==> config.mk <==
export PLATFORM = sky130hd
export DESIGN_NAME = draw_scheduler
export DESIGN_NICKNAME = d
export VERILOG_FILES = /design/src/rtl/asteroids_pkg.sv /design/src/rtl/frame_timer.sv /design/src/rtl/draw_scheduler.sv
export SDC_FILE = /design/constraint.sdc
export NUM_CORES = 1
export LEC_CHECK = 0
export CAP_MARGIN = 20
export CELL_PAD_IN_SITES_DETAIL_PLACEMENT = 0
export CELL_PAD_IN_SITES_GLOBAL_PLACEMENT = 1
export CORE_MARGIN = 2
export CORE_UTILIZATION = 50
export DETAILED_ROUTE_END_ITERATION = 8
export GPL_TIMING_DRIVEN = 0
export PLACE_DENSITY_LB_ADDON = 0.1
export SLEW_MARGIN = 10
export SYNTH_ARGS = -nofsm -noshare
export SYNTH_HDL_FRONTEND = slang
export SYNTH_SLANG_ARGS = --single-unit
==> constraint.sdc <==
create_clock -name clk -period 15.2 [get_ports clk]
set_input_delay 3.04 -clock clk [delete_from_list [all_inputs] [get_ports clk]]
set_output_delay 3.04 -clock clk [all_outputs]
set_load 0.01 [all_outputs]
==> src/rtl/asteroids_pkg.sv <==
// rtl/asteroids_pkg.sv - shared screen geometry, colour constants and draw scheduler state type
package asteroids_pkg;

  localparam int SCREEN_W = 160;
  localparam int SCREEN_H = 120;
  localparam int X_W      = 8;
  localparam int Y_W      = 7;
  localparam int COLOUR_W = 3;

  localparam logic [COLOUR_W-1:0] COLOUR_BLACK = 3'b000;

  localparam logic [X_W:0] X_LIMIT = SCREEN_W[X_W:0];
  localparam logic [Y_W:0] Y_LIMIT = SCREEN_H[Y_W:0];

  typedef enum logic [1:0] {
    IDLE,
    ERASE,
    DRAW,
    FINISH
  } draw_state_t;

  // Coordinates carry one extra bit so a sprite hanging off the right/bottom edge is clipped, not wrapped.
  function automatic logic on_screen(input logic [X_W:0] x, input logic [Y_W:0] y);
    return (x < X_LIMIT) && (y < Y_LIMIT);
  endfunction

endpackage

==> src/rtl/frame_timer.sv <==
// rtl/frame_timer.sv - frame rate down-counter producing the shared one-cycle frame_tick
module frame_timer #(
  parameter int FRAME_DIV = 833333
) (
  input  logic clk,
  input  logic reset,
  output logic frame_tick,
  output logic at_zero
);

  localparam int CNT_W = (FRAME_DIV > 1) ? $clog2(FRAME_DIV) : 1;
  localparam logic [CNT_W-1:0] RELOAD = CNT_W'(FRAME_DIV - 1);

  logic [CNT_W-1:0] count;

  // at_zero marks the edge on which the tick is registered and the scheduler may start a pass.
  assign at_zero = (count == '0);

  always_ff @(posedge clk or posedge reset) begin
    if (reset) begin
      count      <= RELOAD;
      frame_tick <= 1'b0;
    end else begin
      frame_tick <= at_zero;
      count      <= at_zero ? RELOAD : count - 1'b1;
    end
  end

endmodule

==> src/rtl/draw_scheduler.sv <==
// rtl/draw_scheduler.sv - per-frame owner of the VGA write port: erases then redraws each object's sprite
module draw_scheduler
  import asteroids_pkg::*;
#(
  parameter int N_OBJ     = 4,
  parameter int SPRITE_W  = 4,
  parameter int FRAME_DIV = 833333
) (
  input  logic                      clk,
  input  logic                      reset,
  input  logic [X_W*N_OBJ-1:0]      obj_x,
  input  logic [Y_W*N_OBJ-1:0]      obj_y,
  input  logic [COLOUR_W*N_OBJ-1:0] obj_colour,
  input  logic [N_OBJ-1:0]          obj_en,
  output logic                      frame_tick,
  output logic [X_W-1:0]            vga_x,
  output logic [Y_W-1:0]            vga_y,
  output logic [COLOUR_W-1:0]       vga_colour,
  output logic                      plot,
  output logic                      busy,
  output logic                      frame_done,
  output logic                      frame_overrun
);

  localparam int I_W  = (N_OBJ > 1) ? $clog2(N_OBJ) : 1;
  localparam int D_W  = (SPRITE_W > 1) ? $clog2(SPRITE_W) : 1;
  localparam int S_W  = I_W + 2;
  localparam int XP_W = X_W + 1;
  localparam int YP_W = Y_W + 1;
  localparam logic [D_W-1:0] D_LAST = D_W'(SPRITE_W - 1);

  draw_state_t      state, state_n;
  logic [I_W-1:0]   idx, idx_n;
  logic [D_W-1:0]   dx, dx_n, dy, dy_n;

  logic [X_W-1:0]      new_x [N_OBJ];
  logic [Y_W-1:0]      new_y [N_OBJ];
  logic [COLOUR_W-1:0] new_colour [N_OBJ];
  logic [N_OBJ-1:0]    new_en;
  logic [X_W-1:0]      old_x [N_OBJ];
  logic [Y_W-1:0]      old_y [N_OBJ];
  logic [N_OBJ-1:0]    old_en;

  logic at_zero;
  logic start, emit, finish;

  frame_timer #(
    .FRAME_DIV (FRAME_DIV)
  ) u_frame_timer (
    .clk        (clk),
    .reset      (reset),
    .frame_tick (frame_tick),
    .at_zero    (at_zero)
  );

  // Phase sequence is 2*i for erase and 2*i+1 for draw; the scan finds the next enabled phase so
  // disabled phases cost no cycles. On the snapshot edge the new set is still on the inputs.
  logic [S_W-1:0]   scan_from;
  logic [N_OBJ-1:0] scan_new_en;

  always_comb begin
    scan_from   = (state == IDLE) ? '0 : {1'b0, idx, state == DRAW} + 1'b1;
    scan_new_en = (state == IDLE) ? obj_en : new_en;
  end

  logic           scan_found, scan_draw;
  logic [I_W-1:0] scan_idx;
  draw_state_t    scan_state;

  always_comb begin
    scan_found = 1'b0;
    scan_idx   = '0;
    scan_draw  = 1'b0;
    scan_state = FINISH;
    for (int i = N_OBJ - 1; i >= 0; i--) begin
      if (scan_new_en[i] && (S_W'(2 * i + 1) >= scan_from)) begin
        scan_found = 1'b1;
        scan_idx   = I_W'(i);
        scan_draw  = 1'b1;
      end
      if (old_en[i] && (S_W'(2 * i) >= scan_from)) begin
        scan_found = 1'b1;
        scan_idx   = I_W'(i);
        scan_draw  = 1'b0;
      end
    end
    if (scan_found) begin
      scan_state = scan_draw ? DRAW : ERASE;
    end
  end

  always_ff @(posedge clk or posedge reset) begin
    if (reset) begin
      state <= IDLE;
      idx   <= '0;
      dx    <= '0;
      dy    <= '0;
    end else begin
      state <= state_n;
      idx   <= idx_n;
      dx    <= dx_n;
      dy    <= dy_n;
    end
  end

  always_comb begin
    state_n = state;
    idx_n   = idx;
    dx_n    = dx;
    dy_n    = dy;
    start   = 1'b0;
    emit    = 1'b0;
    finish  = 1'b0;
    case (state)
      IDLE: begin
        if (at_zero) begin
          start   = 1'b1;
          dx_n    = '0;
          dy_n    = '0;
          idx_n   = scan_idx;
          state_n = scan_state;
        end
      end
      ERASE, DRAW: begin
        emit = 1'b1;
        if (dx != D_LAST) begin
          dx_n = dx + 1'b1;
        end else begin
          dx_n = '0;
          if (dy != D_LAST) begin
            dy_n = dy + 1'b1;
          end else begin
            dy_n    = '0;
            idx_n   = scan_idx;
            state_n = scan_state;
          end
        end
      end
      FINISH: begin
        finish  = 1'b1;
        state_n = IDLE;
      end
      default: state_n = IDLE;
    endcase
  end

  logic [X_W-1:0]  base_x;
  logic [Y_W-1:0]  base_y;
  logic [X_W:0]    pix_x;
  logic [Y_W:0]    pix_y;

  always_comb begin
    base_x = (state == DRAW) ? new_x[idx] : old_x[idx];
    base_y = (state == DRAW) ? new_y[idx] : old_y[idx];
    pix_x  = {1'b0, base_x} + XP_W'(dx);
    pix_y  = {1'b0, base_y} + YP_W'(dy);
  end

  always_ff @(posedge clk or posedge reset) begin
    if (reset) begin
      vga_x         <= '0;
      vga_y         <= '0;
      vga_colour    <= '0;
      plot          <= 1'b0;
      busy          <= 1'b0;
      frame_done    <= 1'b0;
      frame_overrun <= 1'b0;
      new_en        <= '0;
      old_en        <= '0;
      for (int i = 0; i < N_OBJ; i++) begin
        new_x[i]      <= '0;
        new_y[i]      <= '0;
        new_colour[i] <= '0;
        old_x[i]      <= '0;
        old_y[i]      <= '0;
      end
    end else begin
      plot          <= 1'b0;
      frame_done    <= 1'b0;
      frame_overrun <= at_zero && (state != IDLE);
      if (start) begin
        busy   <= 1'b1;
        new_en <= obj_en;
        for (int i = 0; i < N_OBJ; i++) begin
          new_x[i]      <= obj_x[X_W*i +: X_W];
          new_y[i]      <= obj_y[Y_W*i +: Y_W];
          new_colour[i] <= obj_colour[COLOUR_W*i +: COLOUR_W];
        end
      end
      if (emit) begin
        vga_x      <= pix_x[X_W-1:0];
        vga_y      <= pix_y[Y_W-1:0];
        vga_colour <= (state == DRAW) ? new_colour[idx] : COLOUR_BLACK;
        plot       <= on_screen(pix_x, pix_y);
      end
      if (finish) begin
        busy       <= 1'b0;
        frame_done <= 1'b1;
        old_en     <= new_en;
        for (int i = 0; i < N_OBJ; i++) begin
          old_x[i] <= new_x[i];
          old_y[i] <= new_y[i];
        end
      end
    end
  end

endmodule

## After elaboration in Yosys (flattened, before gate mapping)

Index checks and enable logic that the tools add are counted.

- Equal/unequal tests: 8
- Magnitude comparators: 11
- Muxes and demuxes: 68
- $add $sub $neg: 6
- Reduce and logical (&&, ||, !) cells: 20
- Bitwise operators: 1

Operator list:

| cell | count |
|---|---|
| $mux W2 | 20 |
| $mux W8 | 5 |
| $mux W7 | 5 |
| $bmux W8 S2 | 2 |
| $bmux W7 S2 | 2 |
| $mux W1 | 23 |
| $logic_not A20 Y1 | 1 |
| $mux W20 | 1 |
| $sub A20 B1 Y20 const B | 1 |
| $ge A3 B4 Y1 const A | 4 |
| $pmux W2 S2 | 3 |
| $logic_and A1 B1 Y1 | 10 |
| $ne A2 B2 Y1 const B | 5 |
| $add A8 B2 Y9 | 1 |
| $lt A9 B8 Y1 const B | 1 |
| $mux W3 | 3 |
| $add A7 B2 Y8 | 1 |
| $ge A1 B4 Y1 const A | 2 |
| $ge A2 B4 Y1 const A | 2 |
| $lt A8 B7 Y1 const B | 1 |
| $mux W4 | 2 |
| $bmux W3 S2 | 1 |
| $pmux W2 S3 | 1 |
| $reduce_and A3 Y1 | 2 |
| 11 further kinds | 15 |

- Flip-flop bits (word level): 191
- Word-level logic and storage cells: 149
- Input port bits: 78

## Longest topological paths before layout

Gate-level depths: netlist of run 1.

- Word-level depth: 18
- Gate-level depth with buffers: 12
- Depth with buffers taken out: 9

## Cells and area by module

A second synthesis of run 1 with hierarchy kept.

- Cell total of the unflattened synthesis: 652
- Area total of the unflattened synthesis: 9230.1 µm²

Modules (own cells, without submodules):

| module | cells each | times used | area an instance (µm²) | sequential area each (µm²) |
|---|---|---|---|---|
| draw_scheduler | 553 | 1 | 8170.3 | 4254.1 |
| frame_timer | 99 | 1 | 1059.8 | 539.3 |

## Least setup slack after synthesis of run 1

No wires, ideal clock.

- Path kind: input port to flip-flop
- Start point: in obj_en[1]
- End point: reg state[0]
- Stages: 6
- Arrival time: 3916 ps
- Library setup time: 65 ps
- Path slack: 11218 ps
- Buffers on the path: 0
- Cell sequence: mux2_2 > a32o_1 > nand2_1 > a32oi_1 > a21oi_1 > a22o_1

- Cells in the longest elaborated chain, start to end: 11
- Elaborated cells between the ends (all ways): 16
- Those cells by class: mux (15); reduce/logical (1)

Ends and longest elaborated chain:

| what | RTL line | text |
|---|---|---|
| start, declared | draw_scheduler.sv:14 | `input logic [N_OBJ-1:0] obj_en,` |
| $mux W4 (*) | draw_scheduler.sv:63 | `scan_new_en = (state == IDLE) ? obj_en : new_en;` |
| $logic_and A1 B1 Y1 (*) | draw_scheduler.sv:76 | `if (scan_new_en[i] && (S_W'(2 * i + 1) >= scan_from)) begin` |
| $mux W1 | draw_scheduler.sv:76 |  |
| $mux W1 | draw_scheduler.sv:81 | `if (old_en[i] && (S_W'(2 * i) >= scan_from)) begin` |
| $mux W1 | draw_scheduler.sv:76 |  |
| $mux W1 | draw_scheduler.sv:81 |  |
| $mux W2 | draw_scheduler.sv:88 | `scan_state = scan_draw ? DRAW : ERASE;` |
| $mux W2 (*) | draw_scheduler.sv:87 | `if (scan_found) begin` |
| $mux W2 | draw_scheduler.sv:130 | `if (dy != D_LAST) begin` |
| $mux W2 | draw_scheduler.sv:126 | `if (dx != D_LAST) begin` |
| $pmux W2 S3 (*) | draw_scheduler.sv:114 | `case (state)` |
| end signal, assigned | draw_scheduler.sv:99 | `state <= state_n;` |
| end, declared | draw_scheduler.sv:32 | `draw_state_t state, state_n;` |

Every way passes the cells marked *; elsewhere a longest branch is shown, timed or not. The select of a mux whose other input is x is not followed.
A chain may end at the register's enable or synchronous reset.

## Final worst setup path of run 1

- Start point: reg vga_x[7]
- End point: out vga_x[7]

RTL lines:

| what | RTL line | text |
|---|---|---|
| start, declared | draw_scheduler.sv:16 | `output logic [X_W-1:0] vga_x,` |
| start signal, assigned | draw_scheduler.sv:191 | `vga_x <= pix_x[X_W-1:0];` |

No word-level cell between the ends.

==> out/metrics.cfg, run 1 <==
[timing]
totalNegativeSetupSlack_ps = 0
slew_violations = 0
headroom_to_the_max_slew_limit_pct = 45.91
hold_viol_final = 0
min_period_ps = 4446
skew_ps = 12.00
fmaxAchievable_mhz = 224.9
unrepaired_setup_endpoints_after_global_routing = false
setup-violations-final = 0
worst_slew_pin_slew_ps = 811.4
finalWorstSetupSlack_ps = 10750
final.period_utilization_pct = 29.25

[critical_path]
cp-end-kind = output port
criticalPathCategory = register to output port
crit_chain = clkdlybuf4s50_1
crit_path_max_fanout = 2
path_delay_family = buffers and inverters
worst_ep_required_time_ps = 12160
slowest_delay_ps = 560
startpoint_type = register
crit_path_top_delay_cell = clkdlybuf4s50_1
critPathBufInv = 1
crit_arrival_ps = 1410

[cts]
clock_tree.htree_level_count = 4
clock-root-buffer = clkbuf_16
number_of_buffers_inserted_by_hold_repair_at_cts = 0
clkTransAtPathRegs_ps = 80
cts_inserted_buffers = 17
cts_sinks = 191
cts_setup_buffers = 0
ctsResizeCount = 0
clock_tree_from_tritoncts = done
cts_buffer_depth = 2
clk-insertion-delay-late_ps = 440

[yosys]
synth_fa_ha_area_share_pct = 2.191
postSynthRegisterBits = 191
synth_top_family_by_area = multiplexers
compound_cell_area_share_of_the_yosys_netlist_pct = 5.586
synth_simple_gate_area_share_pct = 7.318
syn-cell-area_mm2 = 0.009250
synthArstFlopShare_pct = 100.0
synth_area_per_cell_um2 = 13.50
post_synth_mux_area_share_pct = 28.00
synth_enable_flop_cells = 0
synthDistinctLibCells = 67
synth_cells = 685
synth.net_count = 778
synth_seq_area_share_pct = 51.82
synth_xor_area_share_pct = 2.178
synth_ff_type = dfrtp_1
synth-warning-count = 0

[floorplanning]
num_io_pins = 101
die_w_um = 140.0
placement_rows = 49
die_y_um = 140.0
die_area_mm2 = 0.01960
core_mm2 = 0.01809
starting_density_of_the_core_pct = 51.14

[finish]
insertedDiodeCount = 0
layout_common_cells = 180 x dfrtp_1, 124 x mux2_2, 100 x clkdlybuf4s50_1
area_delta_synth_final_pct = 20.53
fin_area_mm2 = 0.01115
net_count_final = 898
fillerInstances = 1437
most_common_library_cell_in_the_layout_ignoring_fill_and_taps = dfrtp_1
final_layout_size_suffix_gt1_share_pct = 30.56
finish.utilization_pct = 61.65
finalNonFillerCells = 1047

[detailed_routing]
dr.pass1.iters = 6
drt-vias-per-instance = 5.637
wl_per_cell_um = 20.13
detail_route.iter0.violations = 309
drt_drc_violations_left = 11
routed-via-count = 5902
antenna_violating_nets_post_route = 0
drt_wl_total_um = 21080

[global_routing]
groute.usage.overall_pct = 22.61
grt_start_max_net_pins = 110
grt_first_pass_wirelength_um = 34550
grt_util_met1_pct = 31.80
global_routing_met3_resource_utilization_pct = 4.684
first_global_vias = 6407
global_route_met2_usage_pct = 36.74
initial_antenna_violation_count = 0
grt_most_used_layer = met2
grt_overflow = 0

[outcome]
outcome = complete, but fails checks
failing_checks = design-rule violations

[place]
gp_routability_congestion = 0.8464
place_area_mm2 = 0.01057
placed_cells = 1015
pre_cts_slack_ps = 10480
dp_hpwl_um = 14800
port_buffers = 100

[power_and_ir_drop]
power.ir.vdd_worst_mv = 0.08737
powerDensity_mw_per_mm2 = 186.8
leak_pwr_nw = 4.725

[worst_hold_path]
hp-class = register to register

[job]
drv_cap = 0

==> metal layers <==
| layer | vias up | share of wire [%] |
|---|---|---|
| li1 | 2737 | - |
| met1 | 3035 | 46 |
| met2 | 116 | 49 |
| met3 | 14 | 4.3 |
| met4 | 0 | 0.81 |
| met5 | - | 0 |
==> layout make-up <==
| type | instances | area (um2) | area share (%) |
|---|---|---|---|
| Sequential cell | 191 | 4793 | 42.99 |
| Multi-Input combinational cell | 443 | 4188 | 37.56 |
| Timing Repair Buffer | 101 | 1028 | 9.225 |
| Clock buffer | 18 | 429.2 | 3.849 |
| Tap cell | 229 | 286.5 | 2.570 |
| Buffer | 36 | 212.7 | 1.908 |
| Clock inverter | 14 | 147.6 | 1.324 |
| Inverter | 15 | 63.81 | 0.5723 |
==> sequential cells by signal, summed over array words and instances, names as in the netlist, 7 cells and up <==
register and count:
old_x 32, old_y 28, new_y 28, u_frame_timer.count 20, new_colour 12, vga_y 7
vga_x 8, new_x 32
==> path summary, 6_finish.rpt <==
| kind | from | endpoint | slack, ps | depth (start not counted) |
|---|---|---|---|---|
| max | vga_x[7]$_DFFE_PP0P_ | vga_x[7] | 10750 | 1 |
| min | u_frame_timer.count[0]$_DFF_PP0_ | u_frame_timer.count[0]$_DFF_PP0_ | 470 | 1 |
| max reg2reg | idx[1]$_DFFE_PP0P_ | plot$_DFF_PP0_ | 11250 | 12 |
| min reg2reg | u_frame_timer.count[0]$_DFF_PP0_ | u_frame_timer.count[0]$_DFF_PP0_ | 470 | 1 |
| max in group asynchronous | reset | u_frame_timer.count[4]$_DFF_PP1_ | 11160 | 3 |
| min in group asynchronous | reset | new_y[0]$_DFFE_PP0P_ | 3100 | 2 |
==> synthesized netlist by cell type, types with 3 or more instances <==
cell | number | area [um2]
mux2_2 | 124 | 1396
a32o_1 | 3 | 30.03
a21oi_1 | 18 | 90.09
buf_6 | 4 | 45.04
xnor2_1 | 19 | 166.4
mux2i_1 | 33 | 330.3
mux4_2 | 19 | 427.9
nor2b_1 | 5 | 31.28
or3_1 | 6 | 37.54
ha_1 | 13 | 162.7
nor3_1 | 5 | 25.02
nand3_1 | 13 | 65.06
nor4_1 | 8 | 50.05
xor2_1 | 4 | 35.03
buf_4 | 3 | 22.52
buf_2 | 11 | 55.05
nand4_1 | 4 | 25.02
mux2_4 | 29 | 435.4
buf_1 | 4 | 15.01
o21ai_0 | 17 | 85.08
dfrtp_1 | 180 | 4504
dfstp_2 | 11 | 289.0
and2_1 | 3 | 18.77
o31ai_1 | 3 | 22.52
inv_1 | 14 | 52.55
nand2_1 | 30 | 112.6
nor2_1 | 29 | 108.9
a22oi_1 | 7 | 52.55
a21o_1 | 3 | 22.52
a22o_1 | 5 | 43.79
nand3b_1 | 4 | 30.03
clkbuf_1 | 12 | 45.04
==> power by group <==
| part | switching (W) | internal [W] |
|---|---|---|
| registers | 0.0000824 | 0.000646 |
| clock network | 0.000211 | 0.000232 |
| logic | 0.000448 | 0.000463 |
| total | 0.000742 | 0.00134 |
==> stage by stage <==
| stage | total power, W | hold WS, ps |
|---|---|---|
| floorplan | 0.001379 | 428.1 |
| global route | 0.002213 | 496.8 |
| CTS | 0.002096 | 466.6 |
| global placement | 0.001614 | 444.1 |
| detailed placement | 0.001647 | 447.5 |
| finish | 0.002083 | 467.1 |
==> cells by family (layout without fill, tap and decap cells) <==
family / after synthesis / count (layout)
compound gates: 75 / 75
xor+xnor: 23 / 23
flops: 191 / 191
mux: 205 / 205
buf+inv: 51 / 184
simple gates: 125 / 125
fa+ha+maj: 15 / 15
==> worst register-to-register path: cells and delay by family (launching register included) <==
family / cells / cell delay (ps)
AOI/OAI and AO/OA: 2 / 590
adders and majority gates: 2 / 630
muxes: 2 / 710
and+or+nand+nor: 2 / 140
buffers and inverters: 4 / 1450
DFF: 1 / 330
Power figures use the tool's default switching activity.
==> inputs of run 2 (changes only) <==
--- a/config.mk
+++ b/config.mk
@@ -9,7 +9,7 @@
 export CELL_PAD_IN_SITES_DETAIL_PLACEMENT = 0
 export CELL_PAD_IN_SITES_GLOBAL_PLACEMENT = 1
 export CORE_MARGIN = 2
-export CORE_UTILIZATION = 50
+export CORE_UTILIZATION = 47
 export DETAILED_ROUTE_END_ITERATION = 8
 export GPL_TIMING_DRIVEN = 0
 export PLACE_DENSITY_LB_ADDON = 0.1
==> constraint.sdc (replaced) <==
create_clock -name clk -period 4.1 [get_ports clk]
set_input_delay 0.82 -clock clk [delete_from_list [all_inputs] [get_ports clk]]
set_output_delay 0.82 -clock clk [all_outputs]
set_load 0.01 [all_outputs]
==> out/metrics.cfg, run 2 (synthesized netlist as in run 1, its figures left out) <==
[job]
drv_cap = 0  ; unchanged

[timing]
final.period_utilization_pct = 94.44
unrepaired_setup_endpoints_after_global_routing = false  ; unchanged
setup-violations-final = 0  ; unchanged
slew_violations = 0  ; unchanged
headroom_to_the_max_slew_limit_pct = 47.16  ; was 45.91%
final.hold.worst_slack_ps = 471.8  ; was 467.1 ps
worst_slew_pin_slew_ps = 792.6  ; was 811.4 ps
fmaxAchievable_mhz = 258.3
min_period_ps = 3872
skew_ps = 8.665  ; was 12.00 ps
hold_viol_final = 0  ; unchanged

[place]
dp_hpwl_um = 15100  ; was 14800 um
gp_routability_congestion = 0.8215  ; was 0.8464
place_area_mm2 = 0.01071  ; was 0.01057 mm2
port_buffers = 100  ; unchanged

[cts]
cts_sinks = 191  ; unchanged
cts_buffer_depth = 2  ; unchanged
clock_tree_from_tritoncts = done  ; unchanged
clock-root-buffer = clkbuf_16  ; unchanged
cts_setup_buffers = 0  ; unchanged
clkTransAtPathRegs_ps = 70  ; was 80 ps
number_of_buffers_inserted_by_hold_repair_at_cts = 0  ; unchanged
clock_tree.htree_level_count = 4  ; unchanged
clk-insertion-delay-late_ps = 430  ; was 440 ps
cts_inserted_buffers = 17  ; unchanged

[critical_path]
worst_ep_required_time_ps = 4410  ; was 12160 ps
crit_path_max_fanout = 10  ; was 2
slowest_delay_ps = 540  ; was 560 ps
cpMostUsedCell = buf_2
crit_path_top_delay_cell = mux4_2  ; was clkdlybuf4s50_1
path_delay_family = buffers and inverters  ; unchanged
cp-end-kind = register  ; was output port
criticalPathCategory = register to register  ; was register to output port
startpoint_type = register  ; unchanged
critPathBufInv = 3  ; was 1
crit_arrival_ps = 4180  ; was 1410 ps
crit_chain = buf_2, buf_2, clkbuf_4, mux4_2, mux2_2, ha_1, fa_1, nand2_1, nor4_1, a221o_1, a2111oi_2  ; was clkdlybuf4s50_1

[finish]
biggestRegsByFlops = new_x (32), old_x (32)  ; unchanged
final_layout_size_suffix_gt1_share_pct = 30.90  ; was 30.56%
finish.utilization_pct = 58.04  ; was 61.65%
multi_input_area_mm2 = 0.004188  ; unchanged
insertedDiodeCount = 0  ; unchanged
layout_common_cells = 180 x dfrtp_1, 124 x mux2_2, 100 x clkdlybuf4s50_1  ; unchanged
most_common_library_cell_in_the_layout_ignoring_fill_and_taps = dfrtp_1  ; unchanged
fin_area_mm2 = 0.01126  ; was 0.01115 mm2
area_delta_synth_final_pct = 21.71  ; was 20.53%
fillerInstances = 1621  ; was 1437
layout.area.seq_mm2 = 0.004793  ; unchanged
net_count_final = 902  ; was 898

[outcome]
outcome = finished clean  ; was complete, but fails checks

[detailed_routing]
antenna_violating_nets_post_route = 0  ; unchanged
drt_drc_violations_left = 0  ; was 11
drt-vias-per-instance = 5.444  ; was 5.637
wl_per_cell_um = 19.12  ; was 20.13 um
drt_wl_total_um = 20790  ; was 21080 um
dr.pass1.iters = 4  ; was 6
detail_route.iter0.violations = 372  ; was 309
routed-via-count = 5918  ; was 5902

[global_routing]
grt_first_pass_wirelength_um = 32890  ; was 34550 um
grt_start_max_net_pins = 39  ; was 110
groute.usage.overall_pct = 21.01  ; was 22.61%
initial_antenna_violation_count = 0  ; unchanged
first_global_vias = 6057  ; was 6407
grt_overflow = 0  ; unchanged

[floorplanning]
die_area_mm2 = 0.02082  ; was 0.01960 mm2
starting_density_of_the_core_pct = 47.68  ; was 51.14%
die_y_um = 144.3  ; was 140.0 um
die_w_um = 144.3  ; was 140.0 um
num_io_pins = 101  ; unchanged
core_mm2 = 0.01940  ; was 0.01809 mm2
placement_rows = 51  ; was 49

[power_and_ir_drop]
powerDensity_mw_per_mm2 = 683.1  ; was 186.8 mW/mm2
power.ir.vdd_worst_mv = 0.4089  ; was 0.08737 mV
totalPowerFinal_w = 0.007690  ; was 0.002083 W
leak_pwr_nw = 4.765  ; was 4.725 nW

[worst_hold_path]
hp-class = register to register  ; unchanged

[run 2: layout make-up]
class	instances	area share, %
well taps	265	2.945
clock buffers	22	4.212
flip-flops and latches	191	42.58
clock inverters	10	0.7002
plain buffers	35	1.878
repair buffers	106	9.958
multi-input cells	443	37.20
inverters	15	0.5335
[run 2: layer usage]
| layer | global-route usage (%) | part of all wire, % | wire [um] | vias to the layer above |
|---|---|---|---|---|
| met3 | 4.106 | 3.5 | 737 | 22 |
| li1 | - | - | - | 2751 |
| met1 | 29.39 | 48 | 9943 | 3019 |
| met4 | 5.825 | 1.5 | 317 | 0 |
| met2 | 33.67 | 47 | 9790 | 126 |
| met5 | 0 | 0 | 0 | - |
[run 2: per-stage QoR]
stage,cells,TNS (ps),setup slack [ps]
floorplan,685,0,826.5
global placement,1050,-106700,-615.2
detailed placement,1056,0,16.11
CTS,1087,0,41.98
global route,1087,0,15.08
finish,1087,0,228.0
[run 2: where the power goes]
group / total [W] / internal [W] / switching [W]
registers: 0.00269 / 0.00240 / 0.000291
logic: 0.00343 / 0.00174 / 0.00169
clock network: 0.00157 / 0.000836 / 0.000737
[run 2: what timing repair did]
action,4_1_cts,5_1_grt
endpoints found under the hold margin,0,0
gates resized for setup,0,1
setup endpoints to repair,1,2
[run 2: final timing paths]
kind,from,end,slack [ps],cells after the start
min in group asynchronous,reset,new_colour[8]$_DFFE_PP0P_,640,2
worst min-delay path,u_frame_timer.count[0]$_DFF_PP0_,u_frame_timer.count[0]$_DFF_PP0_,470,1
worst min register to register,u_frame_timer.count[0]$_DFF_PP0_,u_frame_timer.count[0]$_DFF_PP0_,470,1
worst max register to register,idx[0]$_DFFE_PP0P_,plot$_DFF_PP0_,230,11
max in group asynchronous,reset,old_y[2]$_DFFE_PP0P_,2570,5
worst max-delay path,idx[0]$_DFFE_PP0P_,plot$_DFF_PP0_,230,11
[run 2: worst reg2reg max path, delay by kind of cell (launching register included)]
family | cells | cell delay [ps]
mux | 2 | 820
flops | 1 | 410
simple gates | 2 | 130
fa+ha+maj | 2 | 660
compound gates | 2 | 650
buf+inv | 3 | 1080
==> inputs of run 3 (changes only) <==
--- a/config.mk
+++ b/config.mk
@@ -9,8 +9,9 @@
 export CELL_PAD_IN_SITES_DETAIL_PLACEMENT = 0
 export CELL_PAD_IN_SITES_GLOBAL_PLACEMENT = 1
 export CORE_MARGIN = 2
-export CORE_UTILIZATION = 47
+export CORE_UTILIZATION = 52
 export DETAILED_ROUTE_END_ITERATION = 8
+export DONT_BUFFER_PORTS = 1
 export GPL_TIMING_DRIVEN = 0
 export PLACE_DENSITY_LB_ADDON = 0.1
 export SLEW_MARGIN = 10
==> out/metrics.cfg, run 3 (synthesized netlist as in run 1, its figures left out) <==
[outcome]
outcome = finished clean  ; unchanged

[timing]
setup-violations-final = 0  ; unchanged
min_period_ps = 3876  ; was 3872 ps
worst_slew_pin_slew_ps = 784.4  ; was 792.6 ps
finalWorstSetupSlack_ps = 224.3  ; was 228.0 ps
unrepaired_setup_endpoints_after_global_routing = false  ; unchanged
skew_ps = 8.423  ; was 8.665 ps
final.period_utilization_pct = 94.53  ; was 94.44%
hold_viol_final = 0  ; unchanged
fmaxAchievable_mhz = 258.0  ; was 258.3 MHz
headroom_to_the_max_slew_limit_pct = 47.71  ; was 47.16%
slew_violations = 0  ; unchanged

[cts]
cts_inserted_buffers = 17  ; unchanged
clock-root-buffer = clkbuf_16  ; unchanged
number_of_buffers_inserted_by_hold_repair_at_cts = 0  ; unchanged
clkTransAtPathRegs_ps = 70  ; about the same
clock_tree_from_tritoncts = done  ; unchanged
clk-insertion-delay-late_ps = 440  ; was 430 ps
cts_sinks = 191  ; unchanged
clock_tree.htree_level_count = 4  ; unchanged
cts_buffer_depth = 2  ; unchanged

[detailed_routing]
wl_per_cell_um = 20.96  ; was 19.12 um
detail_route.iter0.violations = 283  ; was 372
antenna_violating_nets_post_route = 0  ; unchanged
drt_wl_total_um = 19850  ; was 20790 um
drt-vias-per-instance = 5.863  ; was 5.444
drt_drc_violations_left = 0  ; unchanged
dr.pass1.iters = 5  ; was 4
routed-via-count = 5552  ; was 5918

[critical_path]
worst_ep_required_time_ps = 4400  ; was 4410 ps
criticalPathCategory = register to register  ; unchanged
crit_arrival_ps = 4180  ; about the same
regToRegStartpoint = idx[0]$_DFFE_PP0P_  ; unchanged
startpoint_type = register  ; unchanged
crit_path_max_fanout = 10  ; unchanged
cp-end-kind = register  ; unchanged
crit_path_start = idx[0]$_DFFE_PP0P_  ; unchanged

[finish]
net_count_final = 801  ; was 902
most_common_library_cell_in_the_layout_ignoring_fill_and_taps = dfrtp_1  ; unchanged
fillerInstances = 1428  ; was 1621
layout_common_cells = 180 x dfrtp_1, 124 x mux2_2, 33 x mux2i_1  ; was 180 x dfrtp_1, 124 x mux2_2, 100 x clkdlybuf4s50_1
area_delta_synth_final_pct = 10.20  ; was 21.71%
finalNonFillerCells = 947  ; was 1087
biggestRegsByFlops = new_x (32), old_x (32)  ; unchanged
final_layout_size_suffix_gt1_share_pct = 35.37  ; was 30.90%

[place]
port_buffers = 0  ; was 100
gp_routability_congestion = 0.8307  ; was 0.8215
dp_hpwl_um = 14650  ; was 15100 um
pre_cts_slack_ps = -17.00  ; was 16.11 ps
placed_cells = 915  ; was 1056

[floorplanning]
die_w_um = 137.4  ; was 144.3 um
die_y_um = 137.4  ; was 144.3 um
die_area_mm2 = 0.01887  ; was 0.02082 mm2
placement_rows = 48  ; was 51
num_io_pins = 101  ; unchanged
starting_density_of_the_core_pct = 53.29  ; was 47.68%
core_mm2 = 0.01736  ; was 0.01940 mm2

[global_routing]
initial_antenna_violation_count = 2  ; was 0
groute.usage.overall_pct = 22.65  ; was 21.01%
first_global_vias = 5915  ; was 6057
grt_overflow = 0  ; unchanged
grt_start_max_net_pins = 40  ; was 39
grt_first_pass_wirelength_um = 31940  ; was 32890 um

[power_and_ir_drop]
totalPowerFinal_w = 0.007372  ; was 0.007690 W
leak_pwr_nw = 4.357  ; was 4.765 nW
power.ir.vdd_worst_mv = 0.3603  ; was 0.4089 mV
powerDensity_mw_per_mm2 = 723.2  ; was 683.1 mW/mm2

[worst_hold_path]
hp-class = input pin to asynchronous set/reset pin  ; was register to register

[job]
drv_cap = 0  ; unchanged

[run 3: worst max-delay path, cell delays in order (launching register included)]
cell and delay [ps]:
dfrtp_1 440, buf_2 310, buf_2 360, buf_4 310, mux4_2 530, mux2_2 290
ha_1 220, fa_1 450, nand2_1 90, nor4_1 40, a221o_1 300, a2111oi_2 400
[run 3: per-layer routing]
metal,track usage [%],vias up,routed length [um]
met2,38.56,113,9990
li1,-,2555,-
met5,0,-,0
met3,5.556,21,1117
met4,7.102,0,234
met1,28.58,2863,8510
[run 3: path summary, 6_finish.rpt]
check                                                         end  slack (ps)  cells past startpoint
worst max-delay path                               plot$_DFF_PP0_         220                     11
min in group clk                 u_frame_timer.count[0]$_DFF_PP0_         490                      1
worst min-delay path                             busy$_DFFE_PP0P_         220                      1
max in group asynchronous       u_frame_timer.count[18]$_DFF_PP1_        3040                      3
worst min register to register   u_frame_timer.count[0]$_DFF_PP0_         490                      1
worst max register to register                     plot$_DFF_PP0_         220                     11
[run 3: layout make-up]
cell class / count / area [um2] / area share (%)
inverters: 15 / 60.06 / 0.5892
repair buffers: 5 / 100.1 / 0.9820
clock inverters: 15 / 131.4 / 1.289
diodes: 1 / 2.502 / 0.02455
clock buffers: 17 / 425.4 / 4.173
flip-flops and latches: 191 / 4793 / 47.02
multi-input cells: 443 / 4188 / 41.08
well taps: 225 / 281.5 / 2.762
plain buffers: 35 / 211.5 / 2.074
[run 3: per-stage QoR]
stage          instance area [um2]  utilization [%]  hold slack [ps]  TNS [ps]
6_report                     10190            58.73            220.3         0
4_1_cts                      10190            58.72            205.6         0
5_1_grt                      10190            58.72            217.6         0
3_5_place_dp                  9635            55.51            460.5    -17.00
3_3_place_gp                  9535            54.94            441.1    -13140
2_1_floorplan                 9254                -            428.1         0
[run 3: repair_timing]
item	CTS	global route
buffers inserted	0	0
endpoints found under the setup margin	1	0
resized for setup	1	0
[run 3: power breakdown]
| group | leakage [nW] | switching, W | internal, W |
|---|---|---|---|
| Combinational | 1.82 | 0.00154 | 0.00151 |
| Sequential | 2.27 | 0.000353 | 0.00240 |
| Clock | 0.266 | 0.000772 | 0.000797 |
